File: config.mk
export PLATFORM = sky130hd
export DESIGN_NAME = uart_massiv_echo_ctrl
export DESIGN_NICKNAME = d
export VERILOG_FILES = /design/src/rtl/uart_massiv_pkg.sv /design/src/rtl/uart_pulse_gen.sv /design/src/rtl/uart_massiv_echo_ctrl.sv
export SDC_FILE = /design/constraint.sdc
export NUM_CORES = 1
export LEC_CHECK = 0
export CAP_MARGIN = 10
export CORE_MARGIN = 2
export CORE_UTILIZATION = 35
export CTS_CLUSTER_DIAMETER = 40
export DETAILED_ROUTE_END_ITERATION = 10
export GPL_ROUTABILITY_DRIVEN = 0
export HOLD_SLACK_MARGIN = 0.12
export REMOVE_ABC_BUFFERS = 1
export SLEW_MARGIN = 5
export SYNTH_ARGS = -nofsm -noshare
export SYNTH_HDL_FRONTEND = slang
export SYNTH_SLANG_ARGS = --single-unit
export TNS_END_PERCENT = 30
File: constraint.sdc
create_clock -name IN_CLOCK -period 1.8 [get_ports IN_CLOCK]
set_input_delay 0.36 -clock IN_CLOCK [delete_from_list [all_inputs] [get_ports IN_CLOCK]]
set_output_delay 0.36 -clock IN_CLOCK [all_outputs]
set_load 0.02 [all_outputs]
File: src/rtl/uart_massiv_pkg.sv
// Shared types and helpers for the UART massiv echo controller.
package uart_massiv_pkg;

  localparam int ECHO_CNT_W = 8;

  typedef enum logic [2:0] {
    IDLE,
    SETTLE,
    CAPTURE,
    CLEAR,
    LAUNCH,
    WAIT_DONE
  } echo_state_t;

  // Counters stop at all-ones instead of wrapping back to zero.
  function automatic logic [ECHO_CNT_W-1:0] sat_inc(input logic [ECHO_CNT_W-1:0] value);
    return (value == '1) ? value : value + 1'b1;
  endfunction

endpackage

File: src/rtl/uart_pulse_gen.sv
// Loadable down-counter that holds its output high for PULSE_CYCLES clocks after a load.
module uart_pulse_gen #(
  parameter int PULSE_CYCLES = 10
) (
  input  logic clk,
  input  logic rst_n,
  input  logic load,
  output logic pulse,
  output logic last
);

  localparam int CW = (PULSE_CYCLES > 1) ? $clog2(PULSE_CYCLES) : 1;

  logic [CW-1:0] cnt;

  always_ff @(posedge clk or negedge rst_n) begin
    if (!rst_n) begin
      cnt   <= '0;
      pulse <= 1'b0;
    end else if (load) begin
      cnt   <= CW'(PULSE_CYCLES - 1);
      pulse <= 1'b1;
    end else if (cnt != '0) begin
      cnt <= cnt - 1'b1;
    end else begin
      pulse <= 1'b0;
    end
  end

  // High during the final cycle of the pulse so the owner can move on as it drops.
  assign last = pulse && (cnt == '0);

endmodule

File: src/rtl/uart_massiv_echo_ctrl.sv
// Echo controller: copies ready RX packs into the TX massiv, clears RX, launches TX and waits for done.
// Optional TX-done watchdog enabled by defining UART_ECHO_TIMEOUT_EN.
module uart_massiv_echo_ctrl
  import uart_massiv_pkg::*;
#(
  parameter int NUM_OF_DATA_BITS_IN_PACK = 5,
  parameter int RX_MASSIV_DEEP           = 4,
  parameter int TX_MASSIV_DEEP           = 2,
  parameter int ECHO_THRESHOLD           = 2,
  parameter int SETTLE_CYCLES            = 5,
  parameter int PULSE_CYCLES             = 10,
  parameter int DONE_TIMEOUT_CYCLES      = 65535,
  localparam int RXL = $clog2(RX_MASSIV_DEEP),
  localparam int TXL = $clog2(TX_MASSIV_DEEP)
) (
  input  logic                                               IN_CLOCK,
  input  logic                                               IN_RESET_N,
  input  logic                                               IN_ENABLE,
  input  logic [NUM_OF_DATA_BITS_IN_PACK*RX_MASSIV_DEEP-1:0] IN_RX_DATA_MASSIV,
  input  logic [RXL:0]                                       IN_RX_NUM_OF_DATA_PACKS_READY,
  input  logic [RXL:0]                                       IN_RX_ERROR,
  input  logic                                               IN_TX_ACTIVE,
  input  logic                                               IN_TX_DONE,
  output logic [NUM_OF_DATA_BITS_IN_PACK*TX_MASSIV_DEEP-1:0] OUT_TX_DATA_MASSIV,
  output logic [TXL:0]                                       OUT_TX_NUMBER_OF_PACKS_TO_SEND,
  output logic                                               OUT_TX_LAUNCH,
  output logic                                               OUT_RX_CLEAR_BUFFER,
  output logic                                               OUT_BUSY,
  output logic [ECHO_CNT_W-1:0]                              OUT_ECHO_COUNT,
  output logic [ECHO_CNT_W-1:0]                              OUT_DROP_COUNT
);

  localparam int TX_W = NUM_OF_DATA_BITS_IN_PACK * TX_MASSIV_DEEP;
  localparam int TXW  = TXL + 1;
  localparam int SW   = (SETTLE_CYCLES > 1) ? $clog2(SETTLE_CYCLES + 1) : 1;

  echo_state_t   state;
  logic [SW-1:0] settle_cnt;
  logic          drop;
  logic          done_prev;
  logic          launch_load;
  logic          clear_load;
  logic          clear_last;
  logic          launch_last;
  logic          ready_ok;
  logic [TXW-1:0] n_send;
  logic          unused_sig;
`ifdef UART_ECHO_TIMEOUT_EN
  logic [15:0]   wd_cnt;
`endif

  assign ready_ok   = int'(IN_RX_NUM_OF_DATA_PACKS_READY) >= ECHO_THRESHOLD;
  assign clear_load = (state == CAPTURE);
  assign OUT_BUSY   = (state != IDLE);
  assign unused_sig = ^{IN_TX_ACTIVE, IN_RX_DATA_MASSIV, 32'(DONE_TIMEOUT_CYCLES)};

  always_comb begin
    n_send = TXW'(IN_RX_NUM_OF_DATA_PACKS_READY);
    if (int'(IN_RX_NUM_OF_DATA_PACKS_READY) >= TX_MASSIV_DEEP)
      n_send = TXW'(TX_MASSIV_DEEP);
  end

  uart_pulse_gen #(.PULSE_CYCLES(PULSE_CYCLES)) u_clear_pulse (
    .clk   (IN_CLOCK),
    .rst_n (IN_RESET_N),
    .load  (clear_load),
    .pulse (OUT_RX_CLEAR_BUFFER),
    .last  (clear_last)
  );

  // Launch load is registered so one idle cycle always separates clear and launch.
  uart_pulse_gen #(.PULSE_CYCLES(PULSE_CYCLES)) u_launch_pulse (
    .clk   (IN_CLOCK),
    .rst_n (IN_RESET_N),
    .load  (launch_load),
    .pulse (OUT_TX_LAUNCH),
    .last  (launch_last)
  );

  always_ff @(posedge IN_CLOCK or negedge IN_RESET_N) begin
    if (!IN_RESET_N) begin
      state                          <= IDLE;
      settle_cnt                     <= '0;
      drop                           <= 1'b0;
      done_prev                      <= 1'b0;
      launch_load                    <= 1'b0;
      OUT_TX_DATA_MASSIV             <= '0;
      OUT_TX_NUMBER_OF_PACKS_TO_SEND <= '0;
      OUT_ECHO_COUNT                 <= '0;
      OUT_DROP_COUNT                 <= '0;
`ifdef UART_ECHO_TIMEOUT_EN
      wd_cnt                         <= '0;
`endif
    end else begin
      launch_load <= 1'b0;
      case (state)
        IDLE: begin
          if (IN_ENABLE && ready_ok) begin
            state      <= SETTLE;
            settle_cnt <= '0;
          end
        end
        SETTLE: begin
          if (!ready_ok)
            state <= IDLE;
          else if (settle_cnt == SW'(SETTLE_CYCLES - 1))
            state <= CAPTURE;
          else
            settle_cnt <= settle_cnt + 1'b1;
        end
        CAPTURE: begin
          OUT_TX_DATA_MASSIV             <= IN_RX_DATA_MASSIV[TX_W-1:0];
          OUT_TX_NUMBER_OF_PACKS_TO_SEND <= n_send;
          drop                           <= (IN_RX_ERROR != '0);
          state                          <= CLEAR;
        end
        CLEAR: begin
          if (clear_last) begin
            if (drop) begin
              OUT_DROP_COUNT <= sat_inc(OUT_DROP_COUNT);
              state          <= IDLE;
            end else begin
              launch_load <= 1'b1;
              state       <= LAUNCH;
            end
          end
        end
        LAUNCH: begin
          done_prev <= IN_TX_DONE;
          if (launch_last) begin
            state <= WAIT_DONE;
`ifdef UART_ECHO_TIMEOUT_EN
            wd_cnt <= '0;
`endif
          end
        end
        WAIT_DONE: begin
          // Only a fresh rising edge of done counts; a level left over from before is ignored.
          done_prev <= IN_TX_DONE;
          if (IN_TX_DONE && !done_prev) begin
            OUT_ECHO_COUNT <= sat_inc(OUT_ECHO_COUNT);
            state          <= IDLE;
          end
`ifdef UART_ECHO_TIMEOUT_EN
          else if (wd_cnt == 16'(DONE_TIMEOUT_CYCLES - 1)) begin
            OUT_DROP_COUNT <= sat_inc(OUT_DROP_COUNT);
            state          <= IDLE;
          end else begin
            wd_cnt <= wd_cnt + 1'b1;
          end
`endif
        end
        default: state <= IDLE;
      endcase
    end
  end

endmodule

After elaboration in Yosys (flattened, before gate mapping)
Cells that the tools add are included.
{ "classes": {"magnitude_cmp": 1, "eq_ne": 17, "n_bitwise": 2, "n_reduce_logical": 20, "addsub": 5, "n_mux": 24} }
{ "op_table": {"columns": ["operator", "count"], "rows": [
  ["$mux 3", 10],
  ["$pmux 3 s6", 1],
  ["$add 8x1->8 const B", 2],
  ["$eq 8x8->1 const B", 2],
  ["$mux 4", 4],
  ["$ne 2x2->1 const B", 8],
  ["$eq 3x3->1 const B", 3],
  ["$logic_not 4->1", 2],
  ["$reduce_and 4->1", 2],
  ["$reduce_bool 4->1", 2],
  ["$sub 4x1->4 const B", 2],
  ["$mux 1", 7],
  ["$eq 3x2->1 const B", 2],
  ["$pmux 3 s2", 1],
  ["$reduce_bool 2->1", 3],
  ["$reduce_bool 3->1", 2],
  ["$reduce_and 5->1", 1],
  ["$logic_and 1x1->1", 4],
  ["$add 3x1->3 const B", 1],
  ["$eq 3x1->1 const B", 1],
  ["$ge 3x2->1 const B", 1],
  ["$logic_not 3->1", 1],
  ["$ne 3x3->1 const B", 1],
  ["$reduce_and 3->1", 1],
  ["4 further kinds", 5]
]} }
{ "totals": {"reg_bits": 47} }

Depth between registers and ports, before layout
{ "depth": {"word_depth": 4, "depth_mapped": 6, "mapped_depth_nobuf": 6} }

By module
Synthesis repeated with hierarchy kept, for this count alone.
{ "hier_totals": {"hier_cells": 200, "area_unflattened_um2": 2278.4} }
{ "modules_own_cells": {"columns": ["mod", "cells_per_inst", "seq_area_each_um2", "n_inst", "area_per_inst_um2"], "rows": [
  ["uart_massiv_echo_ctrl", 150, 925.9, 1, 1755.4],
  ["uart_pulse_gen", 25, 125.1, 2, 261.5]
]} }

Worst setup path after synthesis
OpenSTA, ideal clock, no wires.
{ "synth_timing": {"path_kind": "flip-flop to flip-flop", "startpoint": "register u_clear_pulse.cnt[0]", "endpoint": "register OUT_DROP_COUNT[3]", "setup_slack_ps": -200, "path_buffers": 0, "path_stages_with_launch": 7, "period_less_slack_ps": 2000, "setup_time_ps": 132, "t_arrival_ps": 1867, "path_cell_list": "dfrtp_1 -> inv_1 -> ha_1 -> or3b_4 -> nor4_4 -> or3b_1 -> xnor2_1"} }
{ "synth_between": {"elab_chain_len": 3} }
{ "synth_rtl": {"columns": ["element", "line_no", "text"], "rows": [
  ["start: declaration", "uart_pulse_gen.sv:14", "logic [CW-1:0] cnt;"],
  ["start signal: assignment", "uart_pulse_gen.sv:21", "cnt <= CW'(PULSE_CYCLES - 1);"],
  ["start signal: assignment", "uart_pulse_gen.sv:24", "cnt <= cnt - 1'b1;"],
  ["$logic_not 4->1", "uart_pulse_gen.sv:31", "assign last = pulse && (cnt == '0);"],
  ["$logic_and 1x1->1", "uart_pulse_gen.sv:31", null],
  ["$reduce_and 4->1 (no source line)", null, null],
  ["end signal: assignment", "uart_massiv_echo_ctrl.sv:120", "OUT_DROP_COUNT <= sat_inc(OUT_DROP_COUNT);"],
  ["end: declaration", "uart_massiv_echo_ctrl.sv:30", "output logic [ECHO_CNT_W-1:0] OUT_DROP_COUNT"]
]} }
No other way between the ends.
A chain may end at the register's enable or synchronous reset.

Worst setup path after layout
Ends and elaborated chain as after synthesis.

==> key figures <==
Run status
  – Outcome: finished, violations left
  – Failing checks: negative setup slack

Pwr
  – Sw Ratio: 33.37%
  – Power Dens Cells: 1371 nW/um2
  – P_int: 2.964 mW
  – Static leakage: 1.453 nW
  – Net switching power figure: 1.484 mW
  – Peak supply drop: 0.9305 mV
  – Flop pwr share: 36.1%
  – Gate power share: 43.6%
  – Clk pwr share: 20.3%

Layout
  – Fillers: 583
  – Fin nets: 323
  – Area grow syn2layout: 45.92%
  – Commonest non-fill, non-tap cell in the layout: dfrtp_1
  – Finished Layout Cells: 364
  – Most frequent cells in the layout: dfrtp_1, clkdlybuf4s50_1, buf_4
  – Layout cell share with drive strength beyond 1: 23.00%
  – N_diodes: 0

Logic synthesis
  – Area of the mapped netlist: 2223 um2
  – Avg Cell Area, Syn: 11.12 um2
  – Number of synthesized flops with an enable pin: 0
  – Yosys warnings: 0
  – Asr flop ratio synth: 100.0%
  – Synth unique cells: 40
  – Post-Syn Instances: 200
  – Seq cells post-synth: 47
  – Post-synthesis sequential area ratio: 52.90%
  – Primary FF master, synth: dfrtp_1

Floorplanning
  – Site Rows: 29
  – CORE AREA: 6241 um2
  – Initial Utilization: 35.63%
  – Chip Height: 83.70 um
  – IO Count: 62
  – Die Footprint: 7006 um2
  – DIE WIDTH: 83.70 um

Placement
  – IO buf count: 50
  – Post-DP HPWL: 3.346 mm
  – DP Worst Slack: -307.7 ps
  – Cell count after placement: 350

Detailed routing
  – Final wirelength: 4.650 mm
  – Via Count: 1,768
  – DR vias/cell: 4.857
  – DRC viols: 0
  – Initial DRT Pass Iterations: 4
  – Post-route ant nets: 0
  – Detailed Route Iter0 Violations: 54
  – DR WL/cell: 12.77 um

CTS
  – CTS tree: built
  – Max clock buf depth: 2
  – CTS H-tree lvls: 2
  – Clk sinks: 47
  – Clock transition at path regs: 90 ps
  – Clk root buf: clkbuf_8
  – TritonCTS Buffers: 5
  – Worst skew pair latency: 300 ps

Critical path
  – Logic depth of the worst path, buffers included: 7
  – Critical path arrival: 2120 ps
  – CP max stage delay: 390 ps
  – FF-to-FF setup slack: -130 ps
  – Slowest CP cell: dfrtp_1
  – Reg-to-Reg End: OUT_DROP_COUNT[3]$_DFFE_PN0P_
  – Worst Path Required: 1990 ps
  – Crit Path Category: flip-flop to flip-flop
  – Buf+Inv Stages, Crit Path: 2
  – R2r startpoint: u_clear_pulse.cnt[0]$_DFFE_PN0P_
  – CP startpoint: u_clear_pulse.cnt[0]$_DFFE_PN0P_
  – Maximum fanout along the worst path: 6
  – Setup crit end: OUT_DROP_COUNT[3]$_DFFE_PN0P_
  – Worst Setup Start Kind: flip-flop
  – Largest delay share family, worst path: simple AND/OR/NAND/NOR gates
  – CP cell instances: inv_2, ha_4, or3b_4, nor4_4, buf_4, or3b_1, xnor2_1
  – Crit. End Element: flip-flop
  – Worst-case reg-to-reg path depth: 7

Global routing
  – Largest net degree at the start of global routing: 28
  – First-pass GRT wire length: 8.031 mm
  – Vias in the first global route: 1,744
  – Total gr overflow: 0
  – Initial antenna violation count: 0
  – GRT Total Usage: 13.82%

STA
  – Final Hold Vio Count: 0
  – Max Clk Rate: 518.0 MHz
  – Tmin final: 1931 ps
  – Slew @ Worst Pin: 555.8 ps
  – Period utilisation layout: 107.3%
  – # setup viols final: 4
  – Final hold slack: 490.5 ps
  – Setup TNS: -183.4 ps
  – RSZ-0062 raised after global routing: true
  – Relative slew slack: 62.81%
  – Setup slack after layout: -130.6 ps
  – Setup Skew: 9.716 ps
  – Fin. max-slew vios: 0

Min path
  – Worst Hold Class: flip-flop to flip-flop

Run
  – Max-cap violations: 0
-- per-stage QoR --
| stage | instance area, um2 | util [%] | total power [mW] |
|---|---|---|---|
| 2_1_floorplan | 2211 | - | 2.658 |
| 3_3_place_gp | 3010 | 48.24 | 3.504 |
| 3_5_place_dp | 3010 | 48.24 | 3.527 |
| 4_1_cts | 3194 | 51.18 | 4.477 |
| 5_1_grt | 3244 | 51.98 | 4.765 |
| 6_report | 3244 | 51.98 | 4.449 |
-- layer usage --
metal  vias up  global-route usage [%]  part of all wire, %
met4         0                   3.519                  1.1
met1       837                   18.25                   46
li1        884                       -                    -
met2        41                   21.38                   46
met5         -                       0                    0
met3         6                   5.440                  7.1
-- flip-flops by register name, indices dropped and copies added, names as in the netlist --
register                        flops
OUT_TX_DATA_MASSIV                 10
OUT_DROP_COUNT                      8
OUT_ECHO_COUNT                      8
u_clear_pulse.cnt                   4
u_launch_pulse.cnt                  4
settle_cnt                          3
state                               3
OUT_TX_NUMBER_OF_PACKS_TO_SEND      2
done_prev                           1
drop                                1
launch_load                         1
u_clear_pulse.pulse                 1
u_launch_pulse.pulse                1
-- layout make-up --
type	instances	area [um2]	share of cell area [%]
Multi-Input combinational cell	140	1046	32.24
Sequential cell	47	1176	36.25
Clock inverter	2	60.06	1.851
Inverter	10	37.54	1.157
Tap cell	77	96.34	2.970
Timing Repair Buffer	82	755.7	23.29
Clock buffer	6	72.57	2.237
-- worst reg2reg max path: cells and delay by family, from the launching register on --
| kind | cells | cell delay [ps] |
|---|---|---|
| simple gates | 3 | 900 |
| fa+ha+maj | 1 | 150 |
| buf+inv | 2 | 250 |
| flops | 1 | 390 |
| xor+xnor | 1 | 140 |
-- power groups by stage --
stage	sequential, mW	clock (mW)	combinational (mW)
2_1_floorplan	1.83	0	0.827
3_3_place_gp	1.61	0	1.89
3_5_place_dp	1.62	0	1.91
4_1_cts	1.61	0.928	1.94
5_1_grt	1.65	0.974	2.14
6_report	1.60	0.903	1.94
-- logic make-up after synthesis --
kind of cell               count (synthesis)  share of synthesized area [%]
AOI/OAI and AO/OA                         32                          9.285
xor gates and xnor gates                  14                          5.515
adders and majority gates                  6                          3.376
buffers and inverters                     13                          2.251
DFF                                       47                          52.90
muxes                                     15                          7.597
and+or+nand+nor                           73                          19.08
-- synth_stat cells (2+ instances only) --
cell	count	area (um2)
a21o_1	2	15.01
a211oi_1	2	15.01
nor3_1	5	25.02
nand2b_1	8	50.05
dfrtp_1	47	1176
nand4_1	4	25.02
a21oi_1	8	40.04
nor4_1	2	12.51
nor3b_1	2	15.01
o31ai_1	3	22.52
nor4b_1	2	17.52
nand3_1	9	45.04
mux2_2	15	168.9
clkbuf_1	2	7.510
xnor2_1	7	61.31
a2111oi_0	2	17.52
o21ai_0	9	45.04
nor2_1	10	37.54
ha_1	6	75.07
inv_1	10	37.54
nand3b_1	3	22.52
and3_1	2	12.51
or3_1	3	18.77
xor2_1	7	61.31
nand2_1	15	56.30
-- worst min-delay path by stage --
stage | endpoint | slack [ps] | from | cells after the start
after floorplan | OUT_DROP_COUNT[0]$_DFFE_PN0P_ | 60 | IN_RESET_N | 0
after global placement | OUT_TX_DATA_MASSIV[4]$_DFFE_PN0P_ | 360 | IN_RESET_N | 1
after detailed placement | OUT_TX_DATA_MASSIV[7]$_DFFE_PN0P_ | 360 | IN_RESET_N | 1
after CTS | launch_load$_DFF_PN0_ | 500 | drop$_DFFE_PN0P_ | 1
after global routing | launch_load$_DFF_PN0_ | 510 | drop$_DFFE_PN0P_ | 1
final | launch_load$_DFF_PN0_ | 490 | drop$_DFFE_PN0P_ | 1
-- what timing repair did --
action | 4_1_cts | 5_1_grt
setup endpoints to repair | 9 | 13
pin swaps | 3 | 5
endpoints found under the hold margin | 20 | 0
hold buffers | 1 | 0
gates resized for setup | 9 | 6
setup buffers | 2 | 3
Note: power is estimated with default switching activity, not from simulation.
==> RTL change (same settings) <==
`RX_MASSIV_DEEP`: 4 -> 2.
--- a/src/rtl/uart_massiv_echo_ctrl.sv
+++ b/src/rtl/uart_massiv_echo_ctrl.sv
@@ -4,7 +4,7 @@
   import uart_massiv_pkg::*;
 #(
   parameter int NUM_OF_DATA_BITS_IN_PACK = 5,
-  parameter int RX_MASSIV_DEEP           = 4,
+  parameter int RX_MASSIV_DEEP           = 2,
   parameter int TX_MASSIV_DEEP           = 2,
   parameter int ECHO_THRESHOLD           = 2,
   parameter int SETTLE_CYCLES            = 5,
Interface: changed (resized IN_RX_DATA_MASSIV, IN_RX_ERROR and IN_RX_NUM_OF_DATA_PACKS_READY); port bits go from 62 to 50. No check against the original RTL was run, so the function may have changed too.
==> RTL change against the unedited design <==
- synthesized area shrank 0.79%
- wire length shrank 4.3%
- sequential cell count did not move
- final area is 5.9% lower
- worst setup slack better by 0.14 ns
- highest routed layer unchanged
- largest cell class unchanged
- die area shrank 0.74%
Power is not compared: it rests on default switching activity, and its combinational part moved more than twofold at a synthesized area within 25%.
==> RTL change: results <==
metrics = {
    "pwr": {
        "switchingPower_mw": 0.3676,
        "p_leak_nw": 1.497,
    },
    "final_layout": {
        "n_antenna_cell": 0,
        "nets": 290,
        "reg.largest.list": "OUT_TX_DATA_MASSIV: 10 flops, OUT_DROP_COUNT: 8 flops, OUT_ECHO_COUNT: 8 flops",
        "layoutNonFillerInstCount": 340,
        "drive_above_1_share_pct": 20.75,
    },
    "grt": {
        "grt_max_degree": 48,
        "first_global_vias": 1677,
        "grt_pass1_wl_um": 7810,
        "grt_use_total_pct": 13.88,
    },
    "min_path": {
        "hp-start": "OUT_DROP_COUNT[5]$_DFFE_PN0P_",
        "hold_path_end": "OUT_DROP_COUNT[5]$_DFFE_PN0P_",
        "holdPathStages": 1,
    },
    "setup_path": {
        "ff2ff_setup_slack_ns": 0.004,
        "path_max_fanout": 3,
        "timing.rr.start": "u_clear_pulse.cnt[1]$_DFFE_PN0P_",
        "slowest_stage": "or3b_4",
        "worstSetupEndpoint": "OUT_DROP_COUNT[6]$_DFFE_PN0P_",
        "worstPathArrival_ns": 1.98,
        "critical_path.top_delay_family": "simple AND/OR/NAND/NOR gates",
        "crit_type": "reg -> reg",
        "critPathMaxStageDelay_ns": 0.40,
    },
    "yosys": {
        "ys_top_cells_by_count": "dfrtp_1 (47), mux2_2 (13), nand2_1 (13), xnor2_1 (11)",
        "synth_cell_type_count": 45,
        "netlist_top_cells_area": "dfrtp_1 (53%), mux2_2 (6.6%), xnor2_1 (4.4%)",
        "syn_area_per_cell_um2": 11.49,
        "ys_seq_area_share_pct": 53.32,
        "postSynth.asyncResetShare_pct": 100.0,
    },
    "timing": {
        "slew_headroom_pct": 82.35,
        "period_minus_slack_ns": 1.796,
        "holdWs_ns": 0.4984,
        "finClkSkew_ns": 0.008759,
    },
    "clock_network": {
        "ctsLongestPathBuffers": 2,
        "numCtsBuffers": 5,
        "clkTransAtPathRegs_ns": 0.08,
        "clk_latency_ns": 0.29,
        "htree_levels": 2,
    },
    "routing": {
        "vias": 1663,
        "first_pass_iters": 4,
        "drt_iter0_drc": 64,
        "wl_per_cell_um": 13.09,
    },
    "place": {
        "dp_slack_ns": -0.07232,
        "dp_cells": 328,
        "portBuffers": 48,
        "dp_hpwl_um": 3183,
    },
    "run_status": {
        "status": "finished clean",
    },
}
-- RTL change: cell families (layout without fill, tap and decap cells) --
| logic type | after synthesis | in the layout | share of synthesized area [%] |
|---|---|---|---|
| flops | 47 | 47 | 53.32 |
| simple gates | 65 | 65 | 17.19 |
| buf+inv | 16 | 89 | 3.233 |
| mux | 17 | 17 | 8.905 |
| xor+xnor | 14 | 14 | 5.559 |
| fa+ha+maj | 7 | 7 | 3.970 |
| compound gates | 26 | 26 | 7.827 |
-- RTL change: layer usage --
metal  vias to the layer above  routed length (um)  global-route usage (%)
li1                        821                   -                       -
met1                       806                2157                   18.71
met2                        31                2067                   21.33
met3                         5                 145                   3.380
met4                         0                  79                   5.812
met5                         -                   0                       0
-- RTL change: worst reg2reg max path, delay by kind of cell, from the launching register on --
kind | cells | cell delay [ns]
flip-flops | 1 | 0.38
buffers and inverters | 2 | 0.22
AND/OR/NAND/NOR | 3 | 0.64
multiplexers | 1 | 0.30
adder cells (fa/ha/maj) | 1 | 0.16
-- RTL change: power by group through the flow --
stage	combinational (mW)	sequential, mW	clock, mW
after floorplan	0.00332	1.08	0
after global placement	0.0708	1.08	0
final	0.0705	1.06	0.688
after CTS	0.0728	1.06	0.729
after global routing	0.0789	1.06	0.784
after detailed placement	0.0711	1.08	0
-- RTL change: cell type report --
class | instances | area (um2)
Fill cell | 535 | 2937
Sequential cell | 47 | 1176
Inverter | 10 | 37.54
Timing Repair Buffer | 71 | 674.4
Tap cell | 75 | 93.84
Multi-Input combinational cell | 129 | 972.2
Clock buffer | 8 | 100.1
-- RTL change: repair_timing --
item	in CTS	in global routing
endpoints found under the hold margin	47	0
gates resized for setup	3	7
setup endpoints to repair	6	9
hold buffers	1	0
buffers inserted	0	3
pin swaps	2	2
cloned	0	0
-- RTL change: through the flow --
| stage | setup TNS (ns) | util, % | total power [mW] | instance area, um2 |
|---|---|---|---|---|
| 2_1_floorplan | -0.2906 | - | 1.081 | 2172 |
| 5_1_grt | -0.1178 | 50.98 | 1.919 | 3054 |
| 3_3_place_gp | -0.1517 | 48.35 | 1.148 | 2897 |
| 4_1_cts | -0.004552 | 50.25 | 1.858 | 3010 |
| 3_5_place_dp | -0.1895 | 48.35 | 1.149 | 2897 |
| 6_report | 0 | 50.98 | 1.814 | 3054 |
